### src/rtl/ghazi_uart_pkg.sv
// Shared types and constants for the autobaud UART receiver.
package ghazi_uart_pkg;

  typedef enum logic [2:0] {
    StLockWait,
    StMeasure,
    StSyncStop,
    StIdle,
    StStart,
    StData,
    StStop,
    StBreak
  } rx_state_e;

  localparam logic [7:0] SYNC_BYTE = 8'h55;

  // Falling edges seen on the line while a framed byte is sent:
  // the idle-to-start edge plus every 1->0 step between data bits.
  function automatic int unsigned sync_falls(logic [7:0] b);
    int unsigned n = 1;
    for (int i = 1; i < 8; i++) begin
      if (b[i-1] && !b[i]) n++;
    end
    return n;
  endfunction

  localparam int unsigned SYNC_FALL_EDGES = sync_falls(SYNC_BYTE);

endpackage

### src/rtl/uart_rx_sync.sv
// Two-flop synchroniser for the asynchronous serial line; resets to idle-high.
module uart_rx_sync (
  input  logic clk_i,
  input  logic rst_ni,
  input  logic d_i,
  output logic q_o
);

  logic meta_q;
  logic sync_q;

  // Shift the raw line through two flops.
  always_ff @(posedge clk_i or negedge rst_ni) begin
    if (!rst_ni) begin
      meta_q <= 1'b1;
      sync_q <= 1'b1;
    end else begin
      meta_q <= d_i;
      sync_q <= meta_q;
    end
  end

  assign q_o = sync_q;

endmodule

### src/rtl/uart_autobaud_rx.sv
// UART 8N1 receiver that measures its bit period from a 0x55 sync byte,
// with a fixed-divisor override.
module uart_autobaud_rx
  import ghazi_uart_pkg::*;
#(
  parameter int unsigned MIN_CPB = 16,
  parameter int unsigned CPB_W   = 16
) (
  input  logic             clk_i,
  input  logic             rst_ni,
  input  logic             rx_i,
  input  logic             relock_i,
  input  logic             use_override_i,
  input  logic [CPB_W-1:0] clks_per_bit_i,
  output logic             rx_dv_o,
  output logic [7:0]       rx_byte_o,
  output logic             frame_err_o,
  output logic             baud_locked_o,
  output logic [CPB_W-1:0] clks_per_bit_o
);

  localparam int unsigned MW = CPB_W + 3;
  // Eight bit times of the largest representable divisor.
  localparam logic [MW-1:0] MEAS_LIMIT = {{CPB_W{1'b1}}, 3'b000};
  localparam logic [2:0] LAST_EDGE = 3'(SYNC_FALL_EDGES - 2);

  logic rxs, rxs_q;
  logic fall, edge_any;

  rx_state_e        state_q, state_d;
  logic [MW-1:0]    cnt_q, cnt_d;
  logic [2:0]       edge_cnt_q, edge_cnt_d;
  logic [CPB_W-1:0] phase_q, phase_d;
  logic [2:0]       bit_idx_q, bit_idx_d;
  logic [7:0]       shift_q, shift_d;
  logic [CPB_W-1:0] cpb_meas_q, cpb_meas_d;
  logic [CPB_W-1:0] cpb_frame_q, cpb_frame_d;
  logic             locked_q, locked_d;
  logic             lock_ovr_q, lock_ovr_d;
  logic [7:0]       rx_byte_q, rx_byte_d;
  logic             rx_dv_q, rx_dv_d;
  logic             frame_err_q, frame_err_d;

  logic [CPB_W-1:0] cpb_eff;
  logic [MW-1:0]    cpb_sum;
  logic             phase_end;

  uart_rx_sync u_sync (
    .clk_i  (clk_i),
    .rst_ni (rst_ni),
    .d_i    (rx_i),
    .q_o    (rxs)
  );

  assign fall      = rxs_q & ~rxs;
  assign edge_any  = rxs_q ^ rxs;
  assign cpb_eff   = use_override_i ? clks_per_bit_i : cpb_meas_q;
  // Rounded divisor from eight measured bit times.
  assign cpb_sum   = (cnt_q + MW'(5)) >> 3;
  // Widened compare so a zero divisor cannot wrap.
  assign phase_end = ({1'b0, phase_q} + (CPB_W + 1)'(1)) >= {1'b0, cpb_frame_q};

  // State and datapath registers.
  always_ff @(posedge clk_i or negedge rst_ni) begin
    if (!rst_ni) begin
      rxs_q       <= 1'b1;
      state_q     <= StLockWait;
      cnt_q       <= '0;
      edge_cnt_q  <= '0;
      phase_q     <= '0;
      bit_idx_q   <= '0;
      shift_q     <= '0;
      cpb_meas_q  <= '0;
      cpb_frame_q <= '0;
      locked_q    <= 1'b0;
      lock_ovr_q  <= 1'b0;
      rx_byte_q   <= '0;
      rx_dv_q     <= 1'b0;
      frame_err_q <= 1'b0;
    end else begin
      rxs_q       <= rxs;
      state_q     <= state_d;
      cnt_q       <= cnt_d;
      edge_cnt_q  <= edge_cnt_d;
      phase_q     <= phase_d;
      bit_idx_q   <= bit_idx_d;
      shift_q     <= shift_d;
      cpb_meas_q  <= cpb_meas_d;
      cpb_frame_q <= cpb_frame_d;
      locked_q    <= locked_d;
      lock_ovr_q  <= lock_ovr_d;
      rx_byte_q   <= rx_byte_d;
      rx_dv_q     <= rx_dv_d;
      frame_err_q <= frame_err_d;
    end
  end

  // Next-state logic: measurement, framing and strobes.
  always_comb begin
    state_d     = state_q;
    cnt_d       = cnt_q;
    edge_cnt_d  = edge_cnt_q;
    phase_d     = phase_q;
    bit_idx_d   = bit_idx_q;
    shift_d     = shift_q;
    cpb_meas_d  = cpb_meas_q;
    cpb_frame_d = cpb_frame_q;
    locked_d    = locked_q;
    lock_ovr_d  = lock_ovr_q;
    rx_byte_d   = rx_byte_q;
    rx_dv_d     = 1'b0;
    frame_err_d = 1'b0;

    unique case (state_q)
      StLockWait: begin
        if (use_override_i) begin
          state_d    = StIdle;
          locked_d   = 1'b1;
          lock_ovr_d = 1'b1;
        end else if (fall) begin
          state_d    = StMeasure;
          cnt_d      = '0;
          edge_cnt_d = '0;
          phase_d    = '0;
        end
      end
      StMeasure: begin
        cnt_d   = cnt_q + MW'(1);
        // phase_q doubles as the no-edge timeout here.
        phase_d = edge_any ? '0 : phase_q + CPB_W'(1);
        if (cnt_q >= MEAS_LIMIT || phase_q == '1) begin
          state_d = StLockWait;
        end else if (fall) begin
          if (edge_cnt_q == LAST_EDGE) begin
            if (cpb_sum < MW'(MIN_CPB)) begin
              state_d = StLockWait;
            end else begin
              cpb_meas_d  = cpb_sum[CPB_W-1:0];
              cpb_frame_d = cpb_sum[CPB_W-1:0];
              phase_d     = '0;
              state_d     = StSyncStop;
            end
          end else begin
            edge_cnt_d = edge_cnt_q + 3'd1;
          end
        end
      end
      StSyncStop: begin
        if (!rxs) begin
          phase_d = '0;
        end else if (phase_end) begin
          state_d    = StIdle;
          locked_d   = 1'b1;
          lock_ovr_d = 1'b0;
        end else begin
          phase_d = phase_q + CPB_W'(1);
        end
      end
      StIdle: begin
        if (use_override_i) lock_ovr_d = 1'b1;
        if (lock_ovr_q && !use_override_i) begin
          state_d    = StLockWait;
          locked_d   = 1'b0;
          lock_ovr_d = 1'b0;
        end else if (!rxs) begin
          state_d     = StStart;
          phase_d     = '0;
          cpb_frame_d = cpb_eff;
        end
      end
      StStart: begin
        if (phase_q == (cpb_frame_q >> 1)) begin
          phase_d   = '0;
          bit_idx_d = '0;
          state_d   = rxs ? StIdle : StData;
        end else begin
          phase_d = phase_q + CPB_W'(1);
        end
      end
      StData: begin
        if (phase_end) begin
          shift_d   = {rxs, shift_q[7:1]};
          phase_d   = '0;
          bit_idx_d = bit_idx_q + 3'd1;
          if (bit_idx_q == 3'd7) state_d = StStop;
        end else begin
          phase_d = phase_q + CPB_W'(1);
        end
      end
      StStop: begin
        if (phase_end) begin
          if (rxs) begin
            rx_byte_d = shift_q;
            rx_dv_d   = 1'b1;
            state_d   = StIdle;
          end else begin
            frame_err_d = 1'b1;
            state_d     = StBreak;
          end
        end else begin
          phase_d = phase_q + CPB_W'(1);
        end
      end
      StBreak: begin
        if (rxs) state_d = StIdle;
      end
      default: state_d = StLockWait;
    endcase

    // Relock wins over everything and silently drops a frame in flight.
    if (relock_i && !use_override_i) begin
      state_d     = StLockWait;
      locked_d    = 1'b0;
      lock_ovr_d  = 1'b0;
      rx_dv_d     = 1'b0;
      frame_err_d = 1'b0;
    end
  end

  assign rx_dv_o        = rx_dv_q;
  assign rx_byte_o      = rx_byte_q;
  assign frame_err_o    = frame_err_q;
  assign baud_locked_o  = locked_q;
  assign clks_per_bit_o = locked_q ? cpb_eff : '0;

endmodule

### config.mk
export PLATFORM = sky130hd
export DESIGN_NAME = uart_autobaud_rx
export DESIGN_NICKNAME = d
export VERILOG_FILES = /design/src/rtl/ghazi_uart_pkg.sv /design/src/rtl/uart_rx_sync.sv /design/src/rtl/uart_autobaud_rx.sv
export SDC_FILE = /design/constraint.sdc
export NUM_CORES = 1
export LEC_CHECK = 0
export CAP_MARGIN = 20
export CORE_MARGIN = 2
export CORE_UTILIZATION = 50
export DETAILED_ROUTE_END_ITERATION = 6
export PLACE_DENSITY = 0.81
export REMOVE_ABC_BUFFERS = 1
export SYNTH_ARGS = -nofsm -noshare
export SYNTH_HDL_FRONTEND = slang
export SYNTH_SLANG_ARGS = --single-unit
### constraint.sdc
create_clock -name clk_i -period 4.6 [get_ports clk_i]
set_input_delay 0.46 -clock clk_i [delete_from_list [all_inputs] [get_ports clk_i]]
set_output_delay 0.46 -clock clk_i [all_outputs]
set_load 0.01 [all_outputs]
==> results.sh <==
export IMPL_fill_cells=1018
export IMPL_slew_viol_final=0
export IMPL_row_count=40
export IMPL_layout_setup_ws_ns=0.4414
export IMPL_htree_levels=3
export IMPL_dr_pass1_iters=5
export IMPL_path_cells="ha_1 -> nand4_1 -> nor4_1 -> buf_4 -> nand2_1 -> xnor2_1 -> ha_1 -> o21a_1 -> o21ai_0 -> or3b_2 -> and2_1 -> a31oi_1 -> nand2_2 -> a22o_1"
export IMPL_cts_inserted_buffers=9
export IMPL_final_cell_mix="dfrtp_1 (96), nand2_1 (48), nor2_1 (48)"
export IMPL_grt_first_pass_wirelength_um=26370
export IMPL_grt_max_degree=62
export IMPL_p_per_area_nw_per_um2=482.0
export IMPL_worstSkewPairLatency_ns=0.35
export IMPL_final_hold_viol_count=0
export IMPL_max_slew_margin_pct=45.21
export IMPL_synth_warnings=0
export IMPL_worstHoldPathType="primary input to async pin"
export IMPL_r2r_setup_slack_ns=0.44
export IMPL_cpPeakStageDelay_ns=0.50
export IMPL_cpLargestDelayFamily="simple AND/OR/NAND/NOR gates"
export IMPL_synth_distinct_cells=65
export IMPL_synth_avg_cell_area_um2=9.557
export IMPL_synth_seq_area_share_pct=39.45
export IMPL_diodes=0
export IMPL_start_util_pct=51.71
export IMPL_finClkSkew_ns=0.008066
export IMPL_setup_viol=0
export IMPL_path_class="flip-flop to flip-flop"
export IMPL_path_buf_inv=1
export IMPL_yosysTopAreaCell="dfrtp_1"
export IMPL_async_reset_ff_share_pct=100.0
export IMPL_area_growth_pct=14.37
export IMPL_drt_vias_per_instance=6.026
export IMPL_cp_arrival_ns=4.39
export IMPL_crit_path_frequent_cell="ha_1"
export IMPL_wl_per_cell_um=18.51
export IMPL_hpwl_um=11880
export IMPL_cts_tree="built"
export IMPL_rsz0062_at_grt="false"
export IMPL_fmax_mhz=240.5
export IMPL_status="finished clean"
export IMPL_place_congestion=1.000
export IMPL_synthesis_area_um2=6289
export IMPL_wl_um=15950
export IMPL_synthFlopType="dfrtp_1"
export IMPL_cts_path_max_buffers=2
export IMPL_critPathRequiredTime_ns=4.83
export IMPL_synth_edff_count=0
export IMPL_portBuffers=47
export IMPL_setup_tns_final_ns=0
export IMPL_grt_use_total_pct=25.21
export IMPL_setup_worst_path_end_class="flip-flop"
export IMPL_drt_iter0_markers=447
export IMPL_die_w_um=116.1
export IMPL_place_area_um2=6889
export IMPL_fin_area_um2=7192
export IMPL_antenna_found_initial=0
export IMPL_reg2reg_from="phase_q[0]$_DFFE_PN0P_"
export IMPL_overflow=0
export IMPL_final_layout_size_suffix_gt1_share_pct=11.10
export IMPL_dp_slack_ns=0.4326
export IMPL_worstRegToRegCells=14
export IMPL_io_pin_count=48
export IMPL_cts_sinks=99
export IMPL_grt_pass1_vias=5018
export IMPL_startpoint_type="flip-flop"
export IMPL_peakVddDrop_mv=0.3031
export IMPL_mostFrequentLayoutCell="dfrtp_1"
export IMPL_critical_path_slowest_cell="dfrtp_1"
export IMPL_netlist_top_cells_area="dfrtp_1 (38%), xnor2_1 (5.8%), mux2i_1 (5.1%)"
export IMPL_critPathMaxFanout=11
export IMPL_cts_clk_slew_worst_paths_ns=0.06
export IMPL_fin_util_pct=59.14
export IMPL_yosysTopAreaCellShare_pct=38.20
export IMPL_max_cap_violations=0
export IMPL_tightest_slew_ns=0.8198
export IMPL_vias=5194
export IMPL_syn_inst=658
export IMPL_die_y_um=116.1
export IMPL_nets=735
export IMPL_hold_buffers=0
export IMPL_antenna_left=0
export IMPL_final_min_clock_period_ns=4.159
export IMPL_drc=0
export IMPL_p_leak_nw=3.204
export IMPL_reg2reg_to="phase_q[4]$_DFFE_PN0P_"
export IMPL_cts_root_buf="clkbuf_16"
export IMPL_die_area_um2=13490
export IMPL_finalCritPeriodShare_pct=90.41
export IMPL_coreArea_um2=12160
export IMPL_ys_ff_latch=99
## sequential cells by signal, indices dropped and copies added (netlist names)
name	cells
u_sync.q_o	1
lock_ovr_q	1
rxs_q	1
cpb_meas_q	16
rx_dv_o	1
u_sync.meta_q	1
rx_byte_o	8
shift_q	8
cpb_frame_q	16
edge_cnt_q	3
bit_idx_q	3
baud_locked_o	1
phase_q	16
state_q	3
frame_err_o	1
cnt_q	19
## power breakdown
| group | leakage [nW] | switching (mW) | internal, mW |
|---|---|---|---|
| Combinational | 1.71 | 0.855 | 0.607 |
| Sequential | 1.34 | 0.225 | 1.01 |
| Clock | 0.145 | 0.344 | 0.429 |
| Total | 3.20 | 1.42 | 2.04 |
## timing repair
item                                    in CTS  in global routing
endpoints found under the setup margin       0                 11
buffers inserted                             0                  0
gates resized for setup                      0                  1
## how the worst max path moves through the flow
stage	startpoint	endpoint	slack [ns]	cells after the start
final	phase_q[0]$_DFFE_PN0P_	phase_q[4]$_DFFE_PN0P_	0.44	14
after global routing	phase_q[0]$_DFFE_PN0P_	phase_q[4]$_DFFE_PN0P_	0.08	14
after CTS	phase_q[0]$_DFFE_PN0P_	phase_q[4]$_DFFE_PN0P_	0.39	14
after detailed placement	phase_q[0]$_DFFE_PN0P_	phase_q[3]$_DFFE_PN0P_	0.43	14
after global placement	phase_q[0]$_DFFE_PN0P_	phase_q[1]$_DFFE_PN0P_	0.39	14
after floorplan	phase_q[0]$_DFFE_PN0P_	cpb_frame_q[10]$_DFFE_PN0P_	0.45	7
## cell type report
class | instances | area [um2] | share of cell area, %
multi-input combinational | 493 | 3552 | 49.39
sequential | 99 | 2481 | 34.50
timing repair buffer | 56 | 535.5 | 7.446
clock buffer | 10 | 229.0 | 3.184
tap | 168 | 210.2 | 2.923
inverter | 30 | 112.6 | 1.566
clock inverter | 6 | 71.32 | 0.9916
## synthesized netlist by cell type, types with 2 or more instances
master    number
nand2_1       49
nor3_1        13
o32ai_1        3
o2111a_1       2
xnor2_1       42
a211oi_1       3
a21o_1         2
o31ai_1        3
dfstp_2        3
nor4_1         9
xor2_1        12
mux2_4         7
o21ai_1        2
or2_2          3
or3_1         10
mux2_2        28
buf_1          3
ha_1          25
o21ai_0       27
buf_2          3
and3_1         8
a32o_1         2
o21a_1         3
nand4_1       21
a21oi_1       35
nand4_4        2
mux2i_1       32
a21boi_0       3
inv_1         30
nor2b_1       21
nor2_1        48
a31oi_1       13
a22o_1        12
nand2b_1       4
dfrtp_1       96
nand3_1       14
o22a_1         2
o221ai_1       2
clkbuf_1      28
and2_1         6
a22oi_1        2
a32oi_1        2
## routing by layer
layer	vias to the layer above	wire (um)	GRT usage, %
li1	2431	-	-
met1	2546	7133	35.14
met2	190	7503	39.65
met3	27	960	5.605
met4	0	354	7.698
met5	-	0	0
## worst register-to-register path, cell delays in order (launching register included)
cell	delay, ns
dfrtp_1	0.50
ha_1	0.32
nand4_1	0.19
nor4_1	0.35
buf_4	0.20
nand2_1	0.07
xnor2_1	0.17
ha_1	0.33
o21a_1	0.12
o21ai_0	0.10
or3b_2	0.50
and2_1	0.21
a31oi_1	0.39
nand2_2	0.28
a22o_1	0.30
## cell families after synthesis
family	count (synthesis)	synth area share (%)
AO/OA/AOI/OAI	133	14.39
XOR/XNOR	54	7.521
adder cells (fa/ha/maj)	25	4.974
buffers and inverters	66	4.198
flip-flops	99	39.45
multiplexers	67	11.78
AND/OR/NAND/NOR	214	17.69
## per-stage QoR
stage / power (mW) / std cells / hold WS, ns
final: 3.466 / 862 / 0.1968
after global placement: 2.607 / 845 / 0.3456
after CTS: 3.454 / 862 / 0.2246
after detailed placement: 2.668 / 846 / 0.3493
after global routing: 3.671 / 862 / 0.2619
after floorplan: 2.179 / 622 / 0.1644
No activity file was read; power rests on OpenSTA's default activity.
